**src/rtl/spi_reg_ctrl.sv**
```systemverilog
// Command/register controller behind spi_slave: decodes a command byte, then
// burst-reads or burst-writes a small register file, and feeds the next
// transmit byte back to spi_slave.
module spi_reg_ctrl #(
  parameter int unsigned ADDR_W  = 4,
  parameter logic [7:0]  ID_BYTE = 8'hA5
) (
  input  logic                        clk,
  input  logic                        rst,
  input  logic                        cs,
  input  logic [7:0]                  dr,
  input  logic                        ack,
  output logic [7:0]                  ds,
  output logic [(2**ADDR_W)*8-1:0]    reg_q,
  output logic                        wr_stb,
  output logic [ADDR_W-1:0]           wr_addr,
  output logic [7:0]                  wr_data,
  output logic                        busy
);

  localparam int unsigned NREGS = 2**ADDR_W;

  typedef enum logic [2:0] {
    IDLE  = 3'd0,
    CMD   = 3'd1,
    WDATA = 3'd2,
    RDATA = 3'd3,
    DRAIN = 3'd4
  } state_e;

  state_e              state_q, state_d;
  logic [2:0]          cs_sync_q, cs_sync_d;
  logic [ADDR_W-1:0]   addr_q, addr_d;
  logic                ai_q, ai_d;
  logic                err_q, err_d;
  logic [3:0]          frame_cnt_q, frame_cnt_d;
  logic                seen_q, seen_d;
  logic [7:0]          ds_q, ds_d;
  logic [7:0]          regs_q [NREGS];
  logic [7:0]          regs_d [NREGS];
  logic                wr_stb_q, wr_stb_d;
  logic [ADDR_W-1:0]   wr_addr_q, wr_addr_d;
  logic [7:0]          wr_data_q, wr_data_d;
  logic                busy_q, busy_d;

  logic                cs_fall, cs_rise, cmd_rsvd;
  logic [ADDR_W-1:0]   cmd_addr;

  // Edge detection on the synchronised chip select (stage2 is the oldest).
  // The synchroniser resets low so a cs held low across reset cannot start a frame.
  always_comb begin
    cs_sync_d = {cs_sync_q[1:0], cs};
    cs_fall   = cs_sync_q[2] & ~cs_sync_q[1];
    cs_rise   = ~cs_sync_q[2] & cs_sync_q[1];
    cmd_rsvd  = ((dr[5:0] >> ADDR_W) != 6'd0);
    cmd_addr  = dr[ADDR_W-1:0];
  end

  // Frame sequencing, register writes and transmit-byte scheduling.
  always_comb begin
    state_d     = state_q;
    addr_d      = addr_q;
    ai_d        = ai_q;
    err_d       = err_q;
    frame_cnt_d = frame_cnt_q;
    seen_d      = seen_q;
    ds_d        = ds_q;
    regs_d      = regs_q;
    wr_stb_d    = 1'b0;
    wr_addr_d   = wr_addr_q;
    wr_data_d   = wr_data_q;

    case (state_q)
      IDLE: begin
        seen_d = 1'b0;
        ds_d   = {err_q, 3'b000, frame_cnt_q};
        if (cs_fall) state_d = CMD;
      end
      CMD: begin
        ds_d = {err_q, 3'b000, frame_cnt_q};
        if (ack) begin
          seen_d = 1'b1;
          addr_d = cmd_addr;
          ai_d   = dr[6];
          // Status was just shifted out, so the error flag clears here.
          err_d  = 1'b0;
          if (cmd_rsvd) begin
            err_d   = 1'b1;
            state_d = DRAIN;
            ds_d    = 8'hFF;
          end else if (dr[7]) begin
            state_d = RDATA;
            ds_d    = regs_q[cmd_addr];
          end else begin
            state_d = WDATA;
            ds_d    = {1'b0, 3'b000, frame_cnt_q};
          end
        end
      end
      WDATA: begin
        if (ack) begin
          seen_d = 1'b1;
          ds_d   = dr;
          if (addr_q != '0) begin
            regs_d[addr_q] = dr;
            wr_stb_d       = 1'b1;
            wr_addr_d      = addr_q;
            wr_data_d      = dr;
          end else begin
            err_d = 1'b1;
          end
          if (ai_q) addr_d = addr_q + ADDR_W'(1);
        end
      end
      RDATA: begin
        if (ack) begin
          seen_d = 1'b1;
          if (ai_q) addr_d = addr_q + ADDR_W'(1);
          ds_d = regs_q[addr_d];
        end
      end
      DRAIN: begin
        ds_d = 8'hFF;
        if (ack) seen_d = 1'b1;
      end
      default: state_d = IDLE;
    endcase

    // A byte landing with the cs rising edge is processed above, then the frame closes.
    if (state_q != IDLE && cs_rise) begin
      state_d = IDLE;
      if (seen_d) frame_cnt_d = frame_cnt_q + 4'd1;
      ds_d = {err_d, 3'b000, frame_cnt_d};
    end

    regs_d[0] = ID_BYTE;
    busy_d    = (state_d != IDLE);
  end

  // State registers.
  always_ff @(posedge clk or posedge rst) begin
    if (rst) begin
      state_q     <= IDLE;
      cs_sync_q   <= 3'b000;
      addr_q      <= '0;
      ai_q        <= 1'b0;
      err_q       <= 1'b0;
      frame_cnt_q <= 4'd0;
      seen_q      <= 1'b0;
      ds_q        <= 8'h00;
      wr_stb_q    <= 1'b0;
      wr_addr_q   <= '0;
      wr_data_q   <= 8'h00;
      busy_q      <= 1'b0;
      for (int i = 0; i < NREGS; i++) begin
        regs_q[i] <= (i == 0) ? ID_BYTE : 8'h00;
      end
    end else begin
      state_q     <= state_d;
      cs_sync_q   <= cs_sync_d;
      addr_q      <= addr_d;
      ai_q        <= ai_d;
      err_q       <= err_d;
      frame_cnt_q <= frame_cnt_d;
      seen_q      <= seen_d;
      ds_q        <= ds_d;
      wr_stb_q    <= wr_stb_d;
      wr_addr_q   <= wr_addr_d;
      wr_data_q   <= wr_data_d;
      busy_q      <= busy_d;
      for (int i = 0; i < NREGS; i++) begin
        regs_q[i] <= regs_d[i];
      end
    end
  end

  // Flatten the register file onto the output bus.
  always_comb begin
    reg_q = '0;
    for (int i = 0; i < NREGS; i++) begin
      reg_q[8*i +: 8] = regs_q[i];
    end
  end

  assign ds      = ds_q;
  assign wr_stb  = wr_stb_q;
  assign wr_addr = wr_addr_q;
  assign wr_data = wr_data_q;
  assign busy    = busy_q;

endmodule

```
**config.mk**
```make
export PLATFORM = sky130hd
export DESIGN_NAME = spi_reg_ctrl
export DESIGN_NICKNAME = d
export VERILOG_FILES = /design/src/rtl/spi_reg_ctrl.sv
export SDC_FILE = /design/constraint.sdc
export NUM_CORES = 1
export LEC_CHECK = 0
export ABC_CLOCK_PERIOD_IN_PS = 7700
export CAP_MARGIN = 40
export CORE_MARGIN = 8
export CORE_UTILIZATION = 35
export CTS_CLUSTER_SIZE = 30
export DETAILED_ROUTE_END_ITERATION = 10
export GPL_TIMING_DRIVEN = 0
export MAX_ROUTING_LAYER = met4
export SLEW_MARGIN = 20
export SYNTH_ARGS = -nofsm -noshare
export SYNTH_HDL_FRONTEND = slang
export SYNTH_SLANG_ARGS = --single-unit
export TNS_END_PERCENT = 30
```
**constraint.sdc**
```tcl
create_clock -name clk -period 7.7 [get_ports clk]
set_input_delay 1.54 -clock clk [delete_from_list [all_inputs] [get_ports clk]]
set_output_delay 1.54 -clock clk [all_outputs]
set_load 0.005 [all_outputs]
```
==> results.toml, run 1 <==
[place]
globalplace.congestion = 0.9630
dp_hpwl_mm = 27.95
dp_slack_ns = 3.209
dp_cells = 1433
port_buffers = 149

[synth]
synth.avg_cell_area_um2 = 11.04
yosysUniqueCellTypes = 70
yosysTopAreaCellShare = 0.4018
synth-edff-count = 0
synth_top_flop_cell = "dfrtp_1"
yosys_warnings = 0
synth_top_family_by_area = "multiplexers"
synth_area_leader_cell = "dfrtp_1"
async_flop_share = 1.000
synth_compound_area_frac = 0.1272
yosys.area_share.simple = 0.09602
synth_area_um2 = 9903
synth.yosys.seq_area_share = 0.4018
synthMuxAreaShare = 0.3092
synthTopCellsByArea = "dfrtp_1 (40%), mux2_2 (12%), mux4_2 (11%)"
syn_inst = 897
synth_xor_xnor_area_share = 0.008718
yosys.area_share.adder = 0.006317
synth-seq-cells = 159

[timing]
tns_ns = 0
maxSlewHeadroom = 0.3548
worst_slack_ns = 3.603
period_needed_ns = 4.097
rsz0062_at_grt = "false"
tightest_slew_ns = 0.9434
slew_violations = 0
fin_hold_ws_ns = 0.3501
fin_skew_ns = 0.009908
setup_violations = 0
hold_violations = 0
finalCritPeriodShare = 0.5321
fmax_mhz = 244.1

[cts]
clkTransAtPathRegs_ns = 0.07
cts-root-buf = "clkbuf_16"
cts_buffer_depth = 2
tritoncts = "yes"
clock_latency_ns = 0.44
postCtsHoldBufs = 0
cts.repair.resized = 0
post-cts-setup-buffer-count = 0
clock-sinks = 159
cts-buffers-inserted = 17
htree_levels = 4

[global_routing]
grt_overflow = 0
grt_max_degree = 99
gr-usage-all-layers = 0.2327
antenna_found_initial = 0
grt_first_pass_wirelength_mm = 57.16
grt_pass1_vias = 8535

[power]
power.total_mw = 4.156
p_per_area_nw_per_um2 = 331.7
power_leakage_nw = 5.369
vdd_drop_max_mv = 0.1562

[critical_path]
crit_arrival_ns = 4.42
crit_type = "input port to register"
path_max_fanout = 10
required_ns = 8.03
setup.worst_path.start_class = "input port"
regToRegSetupSlack_ns = 3.68
end_kind = "register"

[die]
die_area_um2 = 33930
start_util = 0.3555
floorplan.die.height_um = 184.2
pin_count = 162
die_w_um = 184.2
core_region_area_um2 = 27860
row_count = 61

[routing]
viasPerCell = 5.842
routed_wl_mm = 38.21
route.detailed.drc = 0
wire_per_inst_um = 26.08
num_vias = 8559
postRouteAntennaNets = 0
drtPass1Iterations = 5
drtIter0Drc = 929

[run_status]
status = "finished clean"

[cells_and_area]
diodes = 0
layout-drive-gt1-share = 0.2226
multi_input_area_um2 = 5451
nets = 1091
syn_to_final_growth_pct = 26.52
final_cells = 1465
area.sequential_um2 = 3979
final_common_cell = "dfrtp_1"
final_cell_mix = "dfrtp_1 (159), clkdlybuf4s50_1 (149), mux2_2 (105)"
fill_cells = 2594

[worst_hold_path]
min_path_type = "register to register"

[run]
drv_cap = 0
## path summary, 6_finish.rpt
path	cells past startpoint	endpoint	from
min in group asynchronous	2	ds[2]	rst
hold / removal	0	cs_sync_q[1]	cs_sync_q[0]
max in group asynchronous	3	reg_q[67]	rst
setup reg to reg	13	ds[2]	addr_q[0]
hold reg to reg	0	cs_sync_q[1]	cs_sync_q[0]
setup / recovery	8	ds[0]	dr[3]
## through the flow
| stage | util | cell area (µm²) |
|---|---|---|
| CTS | 0.4498 | 12530 |
| global route | 0.4498 | 12530 |
| floorplan | - | 9926 |
| global placement | 0.4268 | 11890 |
| finish | 0.4498 | 12530 |
| detailed placement | 0.4285 | 11940 |
## where the power goes
group	internal, mW	switching, mW	total (mW)
logic	0.937	1.10	2.04
clock network	0.480	0.392	0.871
registers	1.02	0.227	1.25
## state kept, by name, summed over array words and instances, names as in the netlist
register / cells
addr_q: 4
reg_q: 120
wr_stb: 1
cs_sync_q: 3
ai_q: 1
frame_cnt_q: 4
wr_data: 8
ds: 8
busy: 1
seen_q: 1
state_q: 3
wr_addr: 4
err_q: 1
## worst max-delay path, stage by stage
cell             delay [ns]
clkdlybuf4s50_1        0.61
buf_1                  0.54
buf_1                  0.56
clkbuf_1               0.55
o211ai_1               0.18
nand2_1                0.10
nand4_1                0.11
a21o_1                 0.22
## kinds of logic after synthesis
group,Yosys count
multiplexers,234
AND/OR/NAND/NOR,205
AO/OA/AOI/OAI,184
flip-flops,159
buffers and inverters,99
XOR/XNOR,9
adder cells (fa/ha/maj),5
other,2
## synth_stat cells, types with 3 or more instances
library cell,n
nand2_1,94
a2111oi_0,3
a221o_1,3
o2bb2ai_1,3
dfrtp_1,159
o22a_1,3
o21ai_0,53
buf_4,16
nor2b_1,11
o311ai_0,3
a221oi_1,4
mux2_2,105
inv_1,15
o221ai_1,8
nor3_1,10
nor4_1,3
buf_1,7
buf_2,21
buf_6,5
a211oi_1,7
a22o_1,6
nor2_1,34
mux2i_1,82
nand3_1,17
o22ai_1,4
nand2_2,4
mux4_2,47
o21a_1,6
a22oi_1,10
a21oi_1,26
nand4_1,8
o211ai_1,11
ha_1,5
clkbuf_1,33
a211o_1,6
a31oi_1,6
a21o_1,4
nand2b_1,7
xnor2_1,6
## routing by layer
layer  up-vias  wire [µm]  track usage
met2       453      16990       0.3396
met3        78       2950      0.04686
met1      4326      16960       0.3124
met4         0       1319      0.09358
met5         -          0            -
li1       3702          -            -
## layout make-up
cell class / instances / share of cell area
clock buffers: 20 / 0.03725
well taps: 378 / 0.03775
clock inverters: 12 / 0.009986
flip-flops and latches: 159 / 0.3176
repair buffers: 152 / 0.1222
plain buffers: 82 / 0.03445
multi-input cells: 645 / 0.4351
inverters: 17 / 0.005692
(Power assumes the default switching activity.)
==> run 2, diff against run 1 <==
--- a/config.mk
+++ b/config.mk
@@ -5,7 +5,7 @@
 export SDC_FILE = /design/constraint.sdc
 export NUM_CORES = 1
 export LEC_CHECK = 0
-export ABC_CLOCK_PERIOD_IN_PS = 7700
+export ABC_CLOCK_PERIOD_IN_PS = 3900
 export CAP_MARGIN = 40
 export CORE_MARGIN = 8
 export CORE_UTILIZATION = 35
==> constraint.sdc (replaced) <==
create_clock -name clk -period 3.9 [get_ports clk]
set_input_delay 0.78 -clock clk [delete_from_list [all_inputs] [get_ports clk]]
set_output_delay 0.78 -clock clk [all_outputs]
set_load 0.005 [all_outputs]
==> results.toml, run 2 (synthesis results as in run 1) <==
[run_status]
status = "finished clean"

[timing]
hold_violations = 0
period_needed_ns = 3.763
fmax_mhz = 265.8
tightest_slew_ns = 1.007
tns_ns = 0
finalCritPeriodShare = 0.9648
fin_skew_ns = 0.01178
setup_violations = 0
maxSlewHeadroom = 0.3112
slew_violations = 0
rsz0062_at_grt = "false"
worst_slack_ns = 0.1375
fin_hold_ws_ns = 0.3478

[die]
row_count = 61
floorplan.die.height_um = 184.2
die_area_um2 = 33930
core_region_area_um2 = 27860
die_w_um = 184.2
pin_count = 162
start_util = 0.3555

[routing]
num_vias = 8608
postRouteAntennaNets = 0
route.detailed.drc = 0
wire_per_inst_um = 26.05
routed_wl_mm = 38.30
drtIter0Drc = 861
viasPerCell = 5.856
met3WireLength_mm = 2.831
drtPass1Iterations = 6
wl_met2_mm = 17.09
routedLengthMet1_mm = 17.01
routed.top_layer = "met4"

[critical_path]
r2r_start = "addr_q[0]"
required_ns = 4.20
cpMaxStageDelayCell = "dfrtp_1"
crit_arrival_ns = 4.07
path_max_fanout = 11
cp_slowest_stage_delay_ns = 0.59
worstSetupStartpoint = "addr_q[0]"
setup.worst_path.start_class = "register"
path_common_cell = "buf_4"
crit_type = "register to register"
end_kind = "register"
crit_chain = "inv_1, clkbuf_2, ha_1, buf_4, buf_6, buf_4, buf_4, mux2i_1, mux2i_1, o221ai_1, a211oi_1, o41ai_1, nand2_1"

[cells_and_area]
syn_to_final_growth_pct = 27.14
final_common_cell = "dfrtp_1"
nets = 1096
largest_register_ff_count = 120
final_cell_mix = "dfrtp_1 (159), clkdlybuf4s50_1 (149), mux2_2 (105)"
final_cells = 1470
layout-drive-gt1-share = 0.2271
diodes = 0

[cts]
htree_levels = 4
clkTransAtPathRegs_ns = 0.07
cts_buffer_depth = 2
cts-buffers-inserted = 17
clock-sinks = 159
tritoncts = "yes"
clock_latency_ns = 0.44
post-cts-setup-buffer-count = 0
cts-root-buf = "clkbuf_16"

[place]
dp_cells = 1438
port_buffers = 149
dp_slack_ns = 0.09885
dp_hpwl_mm = 28.33
globalplace.congestion = 0.9645

[global_routing]
grt_pass1_vias = 8447
grt_overflow = 0
gr-usage-all-layers = 0.2315
grt_first_pass_wirelength_mm = 56.79
antenna_found_initial = 0
grt_max_degree = 34

[power]
power_leakage_nw = 5.395
p_per_area_nw_per_um2 = 645.6
vdd_drop_max_mv = 0.2982

[worst_hold_path]
min_from = "cs_sync_q[0]"
min_path_type = "register to register"

[run]
drv_cap = 0
==> run 2: changes by cell type in the layout (fill, tap and decap cells not counted), moves of 2 or more <==
cell,before,now
clkinv_2,0,3
clkbuf_8,3,1
buf_12,0,4
clkinvlp_4,3,5
==> run 2: critical path, delay by kind of cell, from the launching register on <==
kind / cells / cell delay, ns
flip-flops: 1 / 0.59
adder cells (fa/ha/maj): 1 / 0.42
multiplexers: 2 / 0.31
AO/OA/AOI/OAI: 3 / 0.72
AND/OR/NAND/NOR: 1 / 0.10
buffers and inverters: 6 / 1.48
==> run 2: routing by layer <==
metal	global-route usage	vias up
met3	0.04942	82
met5	-	-
li1	-	3718
met1	0.3058	4357
met4	0.08487	0
met2	0.3458	451
==> run 2: metrics by stage <==
| stage | util | instance area [µm²] | total power [mW] |
|---|---|---|---|
| after CTS | 0.4519 | 12590 | 8.063 |
| after global routing | 0.4520 | 12590 | 8.519 |
| after global placement | 0.4269 | 11890 | 6.391 |
| after floorplan | - | 9930 | 4.812 |
| after detailed placement | 0.4322 | 12040 | 6.443 |
| final | 0.4520 | 12590 | 8.129 |
==> run 2: area by class of cell <==
cell class,count,area (µm²)
plain buffers,82,432.9
clock buffers,18,439.2
clock inverters,14,108.9
fillers,2627,15270
inverters,17,67.56
multi-input cells,645,5451
flip-flops and latches,159,3979
well taps,378,473.0
repair buffers,157,1639
==> run 2: where the power goes <==
| group | internal, mW | leakage [nW] | switching, mW |
|---|---|---|---|
| Clock | 0.841 | 0.261 | 0.779 |
| Sequential | 2.01 | 2.16 | 0.445 |
| Combinational | 1.86 | 2.97 | 2.19 |
| Total | 4.72 | 5.40 | 3.41 |
==> run 2: repair_timing <==
| item | 4_1_cts | 5_1_grt |
|---|---|---|
| hold buffers | 0 | 0 |
| resized for setup | 0 | 2 |
| setup endpoints to repair | 0 | 29 |
==> run 2: path summary, 6_finish.rpt <==
kind / to / slack (ns) / cells after the start
max: ds[2] / 0.14 / 13
min: cs_sync_q[1] / 0.35 / 0
max reg2reg: ds[2] / 0.14 / 13
min reg2reg: cs_sync_q[1] / 0.35 / 0
max in group asynchronous: reg_q[91] / 2.34 / 5
min in group asynchronous: ds[2] / 0.70 / 2
